==> src/rtl/spi_adc_emu_pkg.sv <==
// Shared encodings for the SPI ADC emulator: control-word bit positions,
// channel-mode and frame-FSM state encodings.
package spi_adc_emu_pkg;

  // Control bit positions, counted down from the frame MSB.
  localparam int WRITE_BIT = 0;
  localparam int SEQ_BIT   = 1;
  localparam int ADD_MSB   = 2;

  typedef enum logic {
    MODE_MANUAL   = 1'b0,
    MODE_SEQUENCE = 1'b1
  } mode_e;

  typedef enum logic {
    ST_IDLE   = 1'b0,
    ST_ACTIVE = 1'b1
  } state_e;

endpackage

==> src/rtl/spi_adc_emulator_if.sv <==
// SPI pin bundle between the main controller (master) and the ADC emulator (slave).
interface spi_adc_emulator_if;
  logic spi_sclk;
  logic spi_cs_n;
  logic spi_mosi;
  logic spi_miso;
  logic spi_miso_oe;

  modport master (output spi_sclk, output spi_cs_n, output spi_mosi,
                  input  spi_miso, input  spi_miso_oe);
  modport slave  (input  spi_sclk, input  spi_cs_n, input  spi_mosi,
                  output spi_miso, output spi_miso_oe);
endinterface

==> src/rtl/spi_sub_frame.sv <==
// SPI sub-side framing: pin synchronisers, edge detect, shift registers,
// bit counter and end-of-frame valid/error strobes.
module spi_sub_frame
  import spi_adc_emu_pkg::*;
#(
  parameter int FRAME_W = 16
) (
  input  logic               clk,
  input  logic               reset,
  spi_adc_emulator_if.slave  spi,
  input  logic [FRAME_W-1:0] tx_word_i,
  output logic [FRAME_W-1:0] rx_word_o,
  output logic               frame_valid_o,
  output logic               frame_err_o
);
  localparam int CNT_W = $clog2(FRAME_W + 2);
  localparam logic [CNT_W-1:0] CNT_FULL = CNT_W'(FRAME_W);
  localparam logic [CNT_W-1:0] CNT_MAX  = CNT_W'(FRAME_W + 1);

  logic [2:0] sclk_q, cs_q;
  logic [1:0] mosi_q;
  logic       sclk_rise, sclk_fall, cs_rise, cs_fall;

  state_e             state_q, state_d;
  logic [FRAME_W-1:0] tx_q, tx_d, rx_q, rx_d;
  logic [CNT_W-1:0]   cnt_q, cnt_d;
  logic               miso_q, miso_d, oe_q, oe_d;
  logic               valid_q, valid_d, err_q, err_d;

  // cs sync resets low so a frame already in progress at reset release
  // produces no falling edge and is ignored until cs_n cycles.
  always_ff @(posedge clk) begin
    if (reset) begin
      sclk_q <= '1;
      cs_q   <= '0;
      mosi_q <= '0;
    end else begin
      sclk_q <= {sclk_q[1:0], spi.spi_sclk};
      cs_q   <= {cs_q[1:0], spi.spi_cs_n};
      mosi_q <= {mosi_q[0], spi.spi_mosi};
    end
  end

  assign sclk_rise =  sclk_q[1] & ~sclk_q[2];
  assign sclk_fall = ~sclk_q[1] &  sclk_q[2];
  assign cs_rise   =  cs_q[1]   & ~cs_q[2];
  assign cs_fall   = ~cs_q[1]   &  cs_q[2];

  always_comb begin
    state_d = state_q;
    tx_d    = tx_q;
    rx_d    = rx_q;
    cnt_d   = cnt_q;
    miso_d  = miso_q;
    oe_d    = oe_q;
    valid_d = 1'b0;
    err_d   = 1'b0;
    unique case (state_q)
      ST_IDLE: begin
        if (cs_fall) begin
          state_d = ST_ACTIVE;
          tx_d    = tx_word_i;
          miso_d  = tx_word_i[FRAME_W-1];
          oe_d    = 1'b1;
          cnt_d   = '0;
        end
      end
      ST_ACTIVE: begin
        // cs_n edge takes priority over a coincident sclk edge
        if (cs_rise) begin
          state_d = ST_IDLE;
          oe_d    = 1'b0;
          if (cnt_q == CNT_FULL) valid_d = 1'b1;
          else                   err_d   = 1'b1;
        end else if (sclk_rise) begin
          rx_d = {rx_q[FRAME_W-2:0], mosi_q[1]};
          if (cnt_q != CNT_MAX) cnt_d = cnt_q + CNT_W'(1);
        end else if (sclk_fall) begin
          tx_d   = {tx_q[FRAME_W-2:0], 1'b0};
          miso_d = tx_q[FRAME_W-2];
        end
      end
      default: state_d = ST_IDLE;
    endcase
  end

  always_ff @(posedge clk) begin
    if (reset) begin
      state_q <= ST_IDLE;
      tx_q    <= '0;
      rx_q    <= '0;
      cnt_q   <= '0;
      miso_q  <= 1'b0;
      oe_q    <= 1'b0;
      valid_q <= 1'b0;
      err_q   <= 1'b0;
    end else begin
      state_q <= state_d;
      tx_q    <= tx_d;
      rx_q    <= rx_d;
      cnt_q   <= cnt_d;
      miso_q  <= miso_d;
      oe_q    <= oe_d;
      valid_q <= valid_d;
      err_q   <= err_d;
    end
  end

  assign spi.spi_miso    = miso_q;
  assign spi.spi_miso_oe = oe_q;
  assign rx_word_o       = rx_q;
  assign frame_valid_o   = valid_q;
  assign frame_err_o     = err_q;

endmodule

==> src/rtl/spi_adc_emulator.sv <==
// AD7490-style multi-channel SPI ADC emulator: decodes control words and
// returns per-channel ramp data as {channel, data} frames.
module spi_adc_emulator
  import spi_adc_emu_pkg::*;
#(
  parameter int                 NUM_CH       = 16,
  parameter int                 ADDR_W       = 4,
  parameter int                 DATA_W       = 12,
  parameter int                 FRAME_W      = 16,
  parameter logic [DATA_W-1:0]  STEP         = 12'h111,
  parameter logic [DATA_W-1:0]  SEED_STEP    = 12'h100,
  parameter logic [FRAME_W-1:0] POWERUP_WORD = 16'hABCD
) (
  input  logic               clk,
  input  logic               reset,
  spi_adc_emulator_if.slave  spi,
  output logic               frame_done,
  output logic               frame_err,
  output logic [ADDR_W-1:0]  cur_ch
);
  localparam int PAD = FRAME_W - ADDR_W - DATA_W;

  logic [FRAME_W-1:0] tx_word, rx_word;
  logic               frame_valid, frame_bad;
  logic               wr, seq;
  logic [ADDR_W-1:0]  add_raw, add;
  logic               unused_rx;

  logic               conf_q, conf_d;
  mode_e              mode_q, mode_d;
  logic [ADDR_W-1:0]  last_q, last_d, cur_q, cur_d;
  logic [DATA_W-1:0]  data_q [NUM_CH];
  logic [DATA_W-1:0]  data_d [NUM_CH];

  spi_sub_frame #(.FRAME_W(FRAME_W)) u_frame (
    .clk           (clk),
    .reset         (reset),
    .spi           (spi),
    .tx_word_i     (tx_word),
    .rx_word_o     (rx_word),
    .frame_valid_o (frame_valid),
    .frame_err_o   (frame_bad)
  );

  assign tx_word = conf_q ? (FRAME_W'({cur_q, data_q[cur_q]}) << PAD) : POWERUP_WORD;

  assign wr        = rx_word[FRAME_W-1-WRITE_BIT];
  assign seq       = rx_word[FRAME_W-1-SEQ_BIT];
  assign add_raw   = rx_word[FRAME_W-1-ADD_MSB -: ADDR_W];
  assign add       = (int'(add_raw) >= NUM_CH) ? ADDR_W'(NUM_CH - 1) : add_raw;
  assign unused_rx = ^rx_word;

  always_comb begin
    conf_d = conf_q;
    mode_d = mode_q;
    last_d = last_q;
    cur_d  = cur_q;
    data_d = data_q;
    if (frame_valid) begin
      if (conf_q) data_d[cur_q] = data_q[cur_q] + STEP;
      if (wr) begin
        conf_d = 1'b1;
        if (seq) begin
          mode_d = MODE_SEQUENCE;
          last_d = add;
          cur_d  = '0;
        end else begin
          mode_d = MODE_MANUAL;
          cur_d  = add;
        end
      end else if (mode_q == MODE_SEQUENCE) begin
        cur_d = (cur_q == last_q) ? '0 : cur_q + ADDR_W'(1);
      end
    end
  end

  always_ff @(posedge clk) begin
    if (reset) begin
      conf_q <= 1'b0;
      mode_q <= MODE_MANUAL;
      last_q <= '0;
      cur_q  <= '0;
      for (int c = 0; c < NUM_CH; c++) data_q[c] <= DATA_W'(c) * SEED_STEP;
    end else begin
      conf_q <= conf_d;
      mode_q <= mode_d;
      last_q <= last_d;
      cur_q  <= cur_d;
      data_q <= data_d;
    end
  end

  assign frame_done = frame_valid;
  assign frame_err  = frame_bad;
  assign cur_ch     = cur_q;

endmodule

==> src/flat_wrapper.sv <==
// flat-port wrapper written by rule: the top's interface ports become plain ports
module spi_adc_emulator_flat import spi_adc_emu_pkg::*;
#(
  parameter int                 NUM_CH       = 16,
  parameter int                 ADDR_W       = 4,
  parameter int                 DATA_W       = 12,
  parameter int                 FRAME_W      = 16,
  parameter logic [DATA_W-1:0]  STEP         = 12'h111,
  parameter logic [DATA_W-1:0]  SEED_STEP    = 12'h100,
  parameter logic [FRAME_W-1:0] POWERUP_WORD = 16'hABCD
)
  (clk, reset, frame_done, frame_err, cur_ch, spi_spi_sclk, spi_spi_cs_n, spi_spi_mosi, spi_spi_miso, spi_spi_miso_oe);
  spi_adc_emulator_if spi_i ();
  input  logic clk;
  input  logic reset;
  output logic frame_done;
  output logic frame_err;
  output logic [ADDR_W-1:0] cur_ch;
  input wire logic [$bits(spi_i.spi_sclk)-1:0] spi_spi_sclk;
  input wire logic [$bits(spi_i.spi_cs_n)-1:0] spi_spi_cs_n;
  input wire logic [$bits(spi_i.spi_mosi)-1:0] spi_spi_mosi;
  output wire logic [$bits(spi_i.spi_miso)-1:0] spi_spi_miso;
  output wire logic [$bits(spi_i.spi_miso_oe)-1:0] spi_spi_miso_oe;
  assign spi_i.spi_sclk = spi_spi_sclk;
  assign spi_i.spi_cs_n = spi_spi_cs_n;
  assign spi_i.spi_mosi = spi_spi_mosi;
  assign spi_spi_miso = spi_i.spi_miso;
  assign spi_spi_miso_oe = spi_i.spi_miso_oe;
  spi_adc_emulator #(.NUM_CH(NUM_CH), .ADDR_W(ADDR_W), .DATA_W(DATA_W), .FRAME_W(FRAME_W), .STEP(STEP), .SEED_STEP(SEED_STEP), .POWERUP_WORD(POWERUP_WORD)) u_core (.clk(clk), .reset(reset), .spi(spi_i), .frame_done(frame_done), .frame_err(frame_err), .cur_ch(cur_ch));
endmodule
==> config.mk <==
export PLATFORM = sky130hd
export DESIGN_NAME = spi_adc_emulator_flat
export DESIGN_NICKNAME = d
export VERILOG_FILES = /design/src/rtl/spi_adc_emu_pkg.sv /design/src/rtl/spi_adc_emulator_if.sv /design/src/rtl/spi_sub_frame.sv /design/src/rtl/spi_adc_emulator.sv /design/src/flat_wrapper.sv
export SDC_FILE = /design/constraint.sdc
export NUM_CORES = 1
export LEC_CHECK = 0
export ABC_AREA = 1
export ABC_CLOCK_PERIOD_IN_PS = 6000
export CAP_MARGIN = 10
export CELL_PAD_IN_SITES_DETAIL_PLACEMENT = 1
export CELL_PAD_IN_SITES_GLOBAL_PLACEMENT = 2
export CORE_UTILIZATION = 38
export CTS_CLUSTER_SIZE = 28
export DETAILED_ROUTE_END_ITERATION = 8
export GPL_ROUTABILITY_DRIVEN = 0
export PLACE_DENSITY_LB_ADDON = 0.1
export REMOVE_ABC_BUFFERS = 1
export SLEW_MARGIN = 40
export SYNTH_ARGS = -nofsm -noshare
export SYNTH_HDL_FRONTEND = slang
export SYNTH_SLANG_ARGS = --single-unit
export TNS_END_PERCENT = 20
==> constraint.sdc <==
create_clock -name clk -period 6 [get_ports clk]
set_input_delay 1.5 -clock clk [delete_from_list [all_inputs] [get_ports clk]]
set_output_delay 1.5 -clock clk [all_outputs]
set_load 0.03 [all_outputs]
# Word-level counts from Yosys, hierarchy flattened
# Cells that the tools add are included.
# W data, S select, Z words.
[op_classes]
add_sub_neg = 3
bitwise_logic = 11
n_reduce_logical = 11
magnitude_cmp = 2
eq_ne = 10
n_mux = 35
[op_table]
columns = ["operator", "n"]
rows = [
  ["$bwmux W192", 1],
  ["$mux W15", 4],
  ["$bmux W12 S4", 1],
  ["$demux W12 S4", 1],
  ["$mux W12", 3],
  ["$pmux W15 S2", 1],
  ["$mux W5", 4],
  ["$mux W16", 1],
  ["$mux W4", 4],
  ["$add A12 B9 Y12 const B", 1],
  ["$ne A2 B2 Y1 const B", 6],
  ["$mux W1", 11],
  ["$pmux W5 S2", 1],
  ["$reduce_and A2 Y1", 4],
  ["$reduce_and A4 Y1", 2],
  ["$not A1 Y1", 6],
  ["$pmux W1 S2", 3],
  ["$reduce_and A3 Y1", 2],
  ["$add A5 B1 Y5 const B", 1],
  ["$eq A5 B5 Y1 const B", 1],
  ["$ge A5 B5 Y1 const B", 1],
  ["$lt A5 B1 Y1 const B", 1],
  ["$ne A5 B5 Y1 const B", 1],
  ["$not A4 Y5", 1],
  ["other kinds (7)", 10],
]
[totals]
ff_bits = 251
out_inout_bits = 8
elab_cells = 103
in_bits = 5

# Longest topological paths before layout
# Gate-level depths: netlist of run 1.
[depth]
ltp_word = 7
mapped_depth = 21
depth_no_buf = 17

# By module
# A second synthesis of run 1 with hierarchy kept.
[hier_totals]
hier_cells = 1889
area_unflattened_um2 = 12485.7
[by_module_without_submodules]
columns = ["module", "n_inst", "area_each_um2", "seq_area_each_um2", "cells_per_inst"]
rows = [
  ["spi_adc_emulator", 1, 10486.3, 4043.9, 1607],
  ["spi_sub_frame", 1, 1999.4, 980.9, 282],
]

# Worst setup path after synthesis of run 1
# Ideal clock, no wire load.
[synth_path]
path_type = "register -> register"
startpoint = "reg u_core.cur_q[1] (netlist: u_core.cur_ch[1])"
endpoint = "reg u_core.data_q[68] (netlist bit)"
path_stages_with_launch = 20
arrival_ps = 2864
required_time_ps = 5887
path_slack_ps = 3022
synth_period_minus_slack_ps = 2978
setup_time_ps = 113
path_cell_list = "dfxtp_1 > buf_2 > buf_2 > o21ai_0 > o22ai_1 > nand2_1 > nand2_1 > nor2_2 > inv_2 > buf_1 > ha_1 > inv_1 > nor2_2 > nand2_1 > nand2_1 > nand2_1 > xor2_2 > buf_4 > o21ai_1 > inv_1"
[synth_via]
elab_chain_len = 6
[synth_lines]
columns = ["item", "line_no", "text"]
rows = [
  ["start: declaration", "spi_adc_emulator.sv:31", "logic [ADDR_W-1:0] last_q, last_d, cur_q, cur_d;"],
  ["start signal: assignment", "spi_adc_emulator.sv:88", "cur_q <= cur_d;"],
  ["$not A4 Y5 (implied by the code) (*)", "spi_adc_emulator.sv:60", "if (conf_q) data_d[cur_q] = data_q[cur_q] + STEP;"],
  ["$bmux W12 S4, or another cell as far along", "spi_adc_emulator.sv:60", ""],
  ["$mux W12 (implied by the code) or $logic_and A1 B1 Y1 (tied branches)", "spi_adc_emulator.sv:60", ""],
  ["$mux W12 (implied by the code)", "spi_adc_emulator.sv:60", ""],
  ["$add A12 B9 Y12 or $demux W12 S4 (tied branches)", "spi_adc_emulator.sv:60", ""],
  ["$bwmux W192 (*)", "spi_adc_emulator.sv:60", ""],
  ["end signal: assignment", "spi_adc_emulator.sv:89", "data_q <= data_d;"],
  ["end: declaration", "spi_adc_emulator.sv:32", "logic [DATA_W-1:0] data_q [NUM_CH];"],
]
# Every way passes the cells marked *; elsewhere a longest branch is shown, timed or not. The select of a mux whose other input is x is not followed.
# A chain may end at the register's enable or synchronous reset.

# Final worst setup path of run 1
[layout_path]
startpoint = "reg u_core.cur_q[0] (netlist: u_core.cur_ch[0])"
endpoint = "reg u_core.data_q[116] (netlist bit)"
# The elaborated chain is that of the path after synthesis.

==> impl.org, run 1 <==
** Routing
- First drt pass iteration count :: 5
- Total DRC errors in the routed layout :: 0
- After detailed routing, the number of vias per cell comes to 5.02.
- Once detail routing completed, the nets flagged for antenna violations numbered 0.
- Via count :: 11100
- Wire length per cell :: around 17 µm
- The detailed router finished its first iteration with 575 violations.
- Final Routed Wirelength :: 37800 µm

** Critical path
- The worst setup path is captured at a flip-flop.
- Biggest fanout along the worst timing path :: 62
- For the worst setup path, the data arrival time is ~4.6 ns.
- Critical path buffers and inverters :: 5
- The setup path with the least slack is of type flip-flop to flip-flop.
- CP delay by family, top :: buffers and inverters
- Among the stages of the critical path, the cell type that occurs most often is sky130_fd_sc_hd__nand2_1.
- At the worst endpoint, the required time is around 6.5 ns.
- The most critical setup path has its startpoint at u_core.cur_ch[0].
- For this run, the slowest stage of the critical path takes 0.67 ns.
- The startpoint identified for the worst register-to-register timing path is u_core.cur_ch[0].
- STA classifies the critical path startpoint as a flip-flop.
- The slowest stage of the critical path belongs to the cell sky130_fd_sc_hd__dfxtp_4.
- CP Cell Sequence :: clkinv_2 -> buf_4 -> o21ai_0 -> o21ai_0 -> nand2_1 -> nand2_1 -> nor2_2 -> inv_2 -> ha_1 -> inv_1 -> nor2_2 -> nand2_1 -> nand2_1 -> nand2_1 -> xor2_2 -> o21ai_0 -> inv_1

** Die
- Row generation in the floorplan step produced 64 rows.
- Initial Util :: roughly two fifths
- Vertical die dimension :: 180 µm
- Top Ports :: 13
- DIE AREA :: 32300 µm²
- Die X :: 180 µm
- Standard cell core area :: between 30000 and 40000 µm²

** Timing
- Final hold slack :: 0.407 ns
- The hold violation total from the final report is 0.
- On the final layout, the worst clock skew is 0.0148 ns.
- Setup repair after global routing missed its margin :: false
- Post-Route Setup TNS :: 0 ns
- At the pin with the least slew margin, the transition time is 0.824 ns.
- Setup violations remaining at the end of the flow were counted as 0.
- The worst pin sits at a relative slew slack of 44.9%.
- Derived from the worst setup path, the maximum achievable clock frequency is 0.247 GHz.
- The count of final max-slew check failures was 0.
- Post-layout minimum cycle time :: 4.06 ns
- Dividing the final minimum period by the clock period gives 67.6%.

** Layout
- The number of antenna diodes in the final layout is 0.
- The layout has 4046 filler cells.
- Most common cell after layout, fill and taps aside :: sky130_fd_sc_hd__nand2_1
- Cells with a size suffix above 1 make up 6.96% of the layout.
- Final net count :: 1800
- Most frequent cells in the layout :: sky130_fd_sc_hd__nand2_1, sky130_fd_sc_hd__inv_1, sky130_fd_sc_hd__dfxtp_1
- Layout area overhead :: 11.1%

** Power
- Combinational share of power :: 1.7%
- Of the total power, the clock network draws 50.4%.
- Summed over all cells, the static leakage comes to 0.00652 µW.
- Pint :: 2720 µW
- Register share of total power :: a little under half
- IR analysis of the VDD net gives a maximum drop of between 0.15 and 0.2 mV.
- The analysis attributes to net switching a power of slightly below 800 µW.
- Power per Cell Area :: 263 nW/µm²
- Switching part of the total :: between 20% and 30%

** Clock network
- No sink is reached through more buffers than the 3 on the longest clock path.
- Clock-pin slew reported for the worst setup and hold paths after clock tree synthesis :: 0.06 ns
- In this run the clock root is driven by a sky130_fd_sc_hd__clkbuf_16.
- Clock tree synthesis inserted a total of 30 buffers.
- For the worst-skew pair, the clock arrives at the later sink with an insertion delay of 0.56 ns.
- Once the clock tree was built, the setup fixing pass inserted 0 buffers.
- Clock tree from TritonCTS :: yes
- Clock tree sinks :: 251
- After clock tree synthesis, the flow added hold-fix buffers numbering 0.
- Once the clock tree was built, the resizer swapped 0 gates to a different size.
- CTS built an H-tree with a depth of 1.

** Outcome
- The run finished with clean final reports.

** Global route
- Most used routing layer :: met2
- Via count of the first global-routing pass :: 11100
- Global Route met2 Usage :: slightly above 40%
- For this run, the total global-route usage over all layers was measured as 23.4%.
- Entering global routing, the biggest net connects 81 pins.
- First-pass GRT wire length :: 60500 µm
- Number of antenna violations at the first check in global routing :: 0
- Summed over all layers, the global routing overflow is 0.
- Met3 global-route usage :: 2.45%
- In the global route stage, met1 resource usage came out at 30.4%.

** Job
- Max-cap viol count :: 0

** Logic synthesis
- Warnings, synthesis :: 0
- Post-synthesis sequential area ratio :: 41.8%
- Number of synthesized register bits :: 251
- The synthesized netlist occupies a cell area of 12000 µm².
- Distinct cells, synth :: 34
- Each instance of the synthesized netlist takes up on average 6.62 µm².
- The most used flip-flop cell after synthesis is sky130_fd_sc_hd__dfxtp_1.
- Post-synthesis instance total :: around 1800
- Yosys mapped a number of flops with a built-in enable equal to 0.
- Counting flops with an async set or reset pin after synthesis yields a share of 0%.

** Placed design
- In this run the tool buffered the top-level ports with 12 buffer cells.
- Detailed Place HPWL :: 24000 µm

** Worst hold path
- Hold/Removal Path Class :: flip-flop to flip-flop
- Startpoint of the worst hold path :: u_core.u_frame.cs_q[0]
[power groups by stage]
stage | registers (µW) | clock network (µW) | logic (µW)
4_1_cts | 1680 | 1820 | 59.9
3_5_place_dp | 1720 | 0 | 59.7
6_report | 1680 | 1770 | 59.2
5_1_grt | 1680 | 1880 | 66.5
2_1_floorplan | 1720 | 0 | 24.0
3_3_place_gp | 1720 | 0 | 58.8
[cell usage after synthesis, types with 12 or more instances]
cell                       count  area share [%]
sky130_fd_sc_hd__nand2_1     405              13
sky130_fd_sc_hd__nand3_1     114             4.8
sky130_fd_sc_hd__o21ai_1      38             1.6
sky130_fd_sc_hd__o22ai_1      12            0.63
sky130_fd_sc_hd__inv_1       321              10
sky130_fd_sc_hd__buf_2        23            0.96
sky130_fd_sc_hd__nor2_2       14            0.73
sky130_fd_sc_hd__dfxtp_1     251              42
sky130_fd_sc_hd__clkbuf_1     56             1.8
sky130_fd_sc_hd__nor2_1      115             3.6
sky130_fd_sc_hd__a21oi_1     217             9.0
sky130_fd_sc_hd__o21ai_0     162             6.8
[kinds of logic (layout without fill, tap and decap cells)]
kind of cell    count (synthesis)  count (layout)  share of synthesized area (%)
compound gates                441             441                           18.7
buf+inv                       428             425                           14.2
xor+xnor                        8               8                          0.771
flops                         251             251                           41.8
simple gates                  678             678                           23.6
fa+ha+maj                       8               8                          0.833
[routing by layer]
metal	share of wire (%)	wire length [µm]	up-vias
met1	47	17900	5298
met5	0	0	-
met2	48	18000	130
met4	2.1	792	0
li1	-	-	5614
met3	3.0	1130	45
[per-stage QoR]
stage	std cells	cell area [µm²]	utilization [%]	worst slack (ns)	total power (µW)
4_1_cts	2207	13300	43.2	1.89	3560
5_1_grt	2207	13300	43.3	1.56	3630
3_5_place_dp	2151	12400	40.1	1.95	1780
3_3_place_gp	2151	12400	40.1	2.02	1780
2_1_floorplan	1717	11500	-	0.652	1740
6_report	2207	13300	43.3	1.94	3510
[worst register-to-register path, delay by kind of cell (launching register included)]
family | cells | cell delay (ns)
buffers and inverters | 5 | 1.23
flip-flops | 1 | 0.67
AND/OR/NAND/NOR | 7 | 0.64
XOR/XNOR | 1 | 0.64
AO/OA/AOI/OAI | 3 | 0.54
adder cells (fa/ha/maj) | 1 | 0.27
[flip-flops by register name (all words and copies together), names as in the netlist]
signal                          flops
u_core.u_frame.cnt_q                5
u_core.u_frame.frame_valid_o        1
u_core.last_q                       4
u_core.cur_ch                       4
u_core.u_frame.frame_err_o          1
u_core.u_frame.cs_q                 3
u_core.u_frame.spi.spi_miso_oe      1
u_core.u_frame.state_q              1
u_core.u_frame.spi.spi_miso         1
u_core.u_frame.rx_word_o           16
u_core.u_frame.tx_q                15
u_core.conf_q                       1
u_core.data_q                     192
u_core.u_frame.sclk_q               3
u_core.u_frame.mosi_q               2
u_core.mode_q                       1
[final timing paths]
path | endpoint | slack, ns | cells past startpoint
max | u_core.data_q[116] | 1.94 | 17
min | u_core.u_frame.cs_q[1] | 0.41 | 2
max reg2reg | u_core.data_q[116] | 1.94 | 17
min reg2reg | u_core.u_frame.cs_q[1] | 0.41 | 2
[layout make-up]
type | instances | area, µm² | area share, %
clock buffer | 42 | 857 | 6.42
clock inverter | 14 | 97.6 | 0.732
inverter | 331 | 1240 | 9.32
multi-input combinational | 1135 | 5300 | 39.7
sequential | 251 | 5030 | 37.7
tap | 396 | 495 | 3.71
timing repair buffer | 38 | 317 | 2.37
Note: power is estimated with default switching activity, not from simulation.
==> run 2, diff against run 1 <==
--- a/config.mk
+++ b/config.mk
@@ -6,11 +6,11 @@
 export NUM_CORES = 1
 export LEC_CHECK = 0
 export ABC_AREA = 1
-export ABC_CLOCK_PERIOD_IN_PS = 6000
+export ABC_CLOCK_PERIOD_IN_PS = 4250
 export CAP_MARGIN = 10
 export CELL_PAD_IN_SITES_DETAIL_PLACEMENT = 1
 export CELL_PAD_IN_SITES_GLOBAL_PLACEMENT = 2
-export CORE_UTILIZATION = 38
+export CORE_UTILIZATION = 36
 export CTS_CLUSTER_SIZE = 28
 export DETAILED_ROUTE_END_ITERATION = 8
 export GPL_ROUTABILITY_DRIVEN = 0
==> constraint.sdc (replaced) <==
create_clock -name clk -period 4.25 [get_ports clk]
set_input_delay 1.0625 -clock clk [delete_from_list [all_inputs] [get_ports clk]]
set_output_delay 1.0625 -clock clk [all_outputs]
set_load 0.03 [all_outputs]
==> impl.org, run 2 (same netlist as run 1, synthesis figures left out) <==
** Outcome
- Outcome: finished clean (unchanged).

** Critical path
- CP delay by family, top :: buffers and inverters (unchanged)
- CP Cell Sequence: buf_12 -> clkdlybuf4s50_1 (was clkinv_2 -> buf_4 -> o21ai_0 -> o21ai_0 -> nand2_1 -> nand2_1 -> nor2_2 -> inv_2 -> ha_1 -> inv_1 -> nor2_2 -> nand2_1 -> nand2_1 -> nand2_1 -> xor2_2 -> o21ai_0 -> inv_1).
- The largest driver fanout on the critical path was 105 (was 62).
- Worst setup path class :: flip-flop to primary output (was flip-flop to flip-flop)
- The worst endpoint required time is 3.19 ns (was 6.49 ns).
- The stage delay of the slowest cell on the critical path was 0.78 ns (was 0.67 ns).
- Arrival time of data at the critical path endpoint :: 2.21 ns (was 4.55 ns)
- The library cell contributing the largest single delay on the critical path is sky130_fd_sc_hd__clkdlybuf4s50_1 (was sky130_fd_sc_hd__dfxtp_4).
- The kind of start point of the critical path was a flip-flop (unchanged).
- The sort of element at the end of the critical path is a primary output (was flip-flop).
- The count of buffering cells on the critical path with inverters included came to 2 (was 5).

** Routing
- The met2 layer wire length in the routed design came to 19100 µm (was 18000 µm).
- Via count :: 11100 (about the same)
- The top layer reached by signal wires is met4 (unchanged).
- The detailed-route vias per instance was 4.94 (was 5.02).
- The DRC violation total after the first TritonRoute iteration came to 609 (was 575).
- The met3 wire length was 865 µm (was 1130 µm).
- Final Routed Wirelength :: 39300 µm (was 37800 µm)
- Wire length per cell :: 17.4 µm (was 17.1 µm)
- The wire length on met1 came to 18400 µm (was 17900 µm).
- The number of iterations in the first detailed-routing pass was 4 (was 5).
- Total DRC errors in the routed layout :: 0 (unchanged)
- Antenna violation net count after detailed routing :: 0 (unchanged)

** Layout
- The count of antenna diodes in the layout is 0 (unchanged).
- End-of-flow core utilization :: 41.4% (was 43.3%)
- The most common library cell in the layout ignoring fill and taps is sky130_fd_sc_hd__nand2_1 (unchanged).
- The register containing the most flip-flops in the final layout is u_core.data_q (unchanged).
- Flip-flop count of the largest register, all copies and words added :: 192 (unchanged)
- Layout cells sized above 1 :: 7.12% (was 6.96%)
- The final-stage net count was 1803 (was 1800).
- Layout area overhead :: 12.7% (was 11.1%)
- Most frequent cells in the layout :: sky130_fd_sc_hd__nand2_1, sky130_fd_sc_hd__inv_1, sky130_fd_sc_hd__dfxtp_1 (unchanged)
- The cell area after layout is 13500 µm² (was 13300 µm²).
- The non-filler instance count after layout came to 2254 (was 2207).

** Timing
- Post-layout minimum cycle time :: 3.28 ns
- Max Clock Freq :: 0.305 GHz
- The relative max-transition margin was 39.4% (was 44.9%).
- In the finished design, the share of the clock period the worst path needs comes to 77.1%.
- Worst slew pin tran :: 0.909 ns (was 0.824 ns)
- Layout Skew :: 0.0290 ns (was 0.0148 ns)
- Setup repair after global routing missed its margin: false (unchanged).
- Post-Route Setup TNS :: 0 ns (unchanged)
- The count of final max-slew check failures was 0 (unchanged).
- The number of endpoints failing setup at the final stage was 0 (unchanged).
- Final Hold Vio Count :: 0 (unchanged)

** Clock network
- The H-tree depth reported by CTS came to 1 (unchanged).
- Post-cts gate resize count :: 0 (unchanged)
- The insertion delay of the later-clocked pin in the worst-skew pair came to 0.57 ns (was 0.56 ns).
- The number of buffers inserted to repair setup after CTS was 0 (unchanged).
- Clock tree from TritonCTS :: yes (unchanged)
- The number of clock buffers inserted by TritonCTS is 30 (unchanged).
- Maximum buffer depth of the clock tree :: 3 (unchanged)
- The clock tree root buffer cell is sky130_fd_sc_hd__clkbuf_16 (unchanged).
- The clock slew seen by the registers of the worst setup and hold paths was 0.06 ns (about the same).
- Clock tree sinks :: 251 (unchanged)
- The number of hold-repair buffers added at the cts stage came to 0 (unchanged).

** Global route
- Maximum number of pins on one net before global-route repair :: 161 (was 81)
- The global-route wire length before repair was 62600 µm (was 60500 µm).
- Via count of the first global-routing pass :: 11200 (was 11100)
- Global-route usage over all layers :: 23.7% (was 23.4%)
- The number of antenna violations at the first check in global routing came to 0 (unchanged).
- Total congestion overflow :: 0 (unchanged)

** Placed design
- The number of buffer cells added on primary ports was 12 (unchanged).
- The area after detailed placement came to 12500 µm² (was 12400 µm²).
- Detailed Place HPWL :: 24700 µm (was 24000 µm)
- Number of cells in the design after placement :: 2200 (was 2151)

** Die
- Standard-cell row count :: 66 (was 64)
- Initial Util :: 36.7% (was 39.0%)
- DIE AREA :: 34100 µm² (was 32300 µm²)
- The number of placed I/O pins is 13 (unchanged).
- Vertical die dimension :: 185 µm (was 180 µm)
- The core area came to 32700 µm² (was 30800 µm²).
- The width of the die was 185 µm (was 180 µm).

** Job
- Max-cap viol count :: 0 (unchanged)

** Worst hold path
- The worst min-delay path class was flip-flop to flip-flop (unchanged).

** Power
- Leak Pwr :: 0.00658 µW (was 0.00652 µW)
- The power per cell area came to 380 nW/µm² (was 263 nW/µm²).
- The maximum resistive drop on vdd was 0.302 mV (was 0.200 mV).
## run 2: final timing paths
kind	start	to	slack [ns]	cells after the start
worst max register to register	u_core.cur_ch[0]	u_core.data_q[136]	1.12	17
worst min-delay path	u_core.u_frame.cs_q[0]	u_core.u_frame.cs_q[1]	0.40	2
worst max-delay path	u_core.cur_ch[0]	cur_ch[0]	0.97	2
worst min register to register	u_core.u_frame.cs_q[0]	u_core.u_frame.cs_q[1]	0.40	2
## run 2: through the flow
| step | setup WS, ns | total power (µW) | hold slack, ns |
|---|---|---|---|
| floorplan | -1.10 | 2460 | 0.388 |
| global placement | 1.20 | 2510 | 0.393 |
| detailed placement | 1.14 | 2510 | 0.397 |
| CTS | 0.970 | 5220 | 0.407 |
| global route | 0.833 | 5320 | 0.426 |
| finish | 0.973 | 5140 | 0.405 |
## run 2: power by group
part           switching, µW  internal (µW)  total [µW]
combinational           63.9           22.1        85.9
clock                   1050           1630        2680
sequential              8.40           2370        2380
## run 2: tightest hold or removal path, delay by kind of cell (launching register included)
| family | cells | cell delay [ns] |
|---|---|---|
| AND/OR/NAND/NOR | 1 | 0.03 |
| buffers and inverters | 1 | 0.04 |
| flip-flops | 1 | 0.29 |
## run 2: metal layers
| layer | vias up | GRT usage, % |
|---|---|---|
| li1 | 5618 | - |
| met1 | 5346 | 30.9 |
| met2 | 111 | 41.8 |
| met3 | 50 | 2.37 |
| met4 | 0 | 5.95 |
| met5 | - | 0 |
## run 2: cell type report
cell class,count,area [µm²]
Sequential cell,251,5030
Fill cell,4219,19200
Tap cell,442,553
Timing Repair Buffer,41,385
Inverter,331,1240
Clock inverter,11,144
Clock buffer,43,891
Multi-Input combinational cell,1135,5280
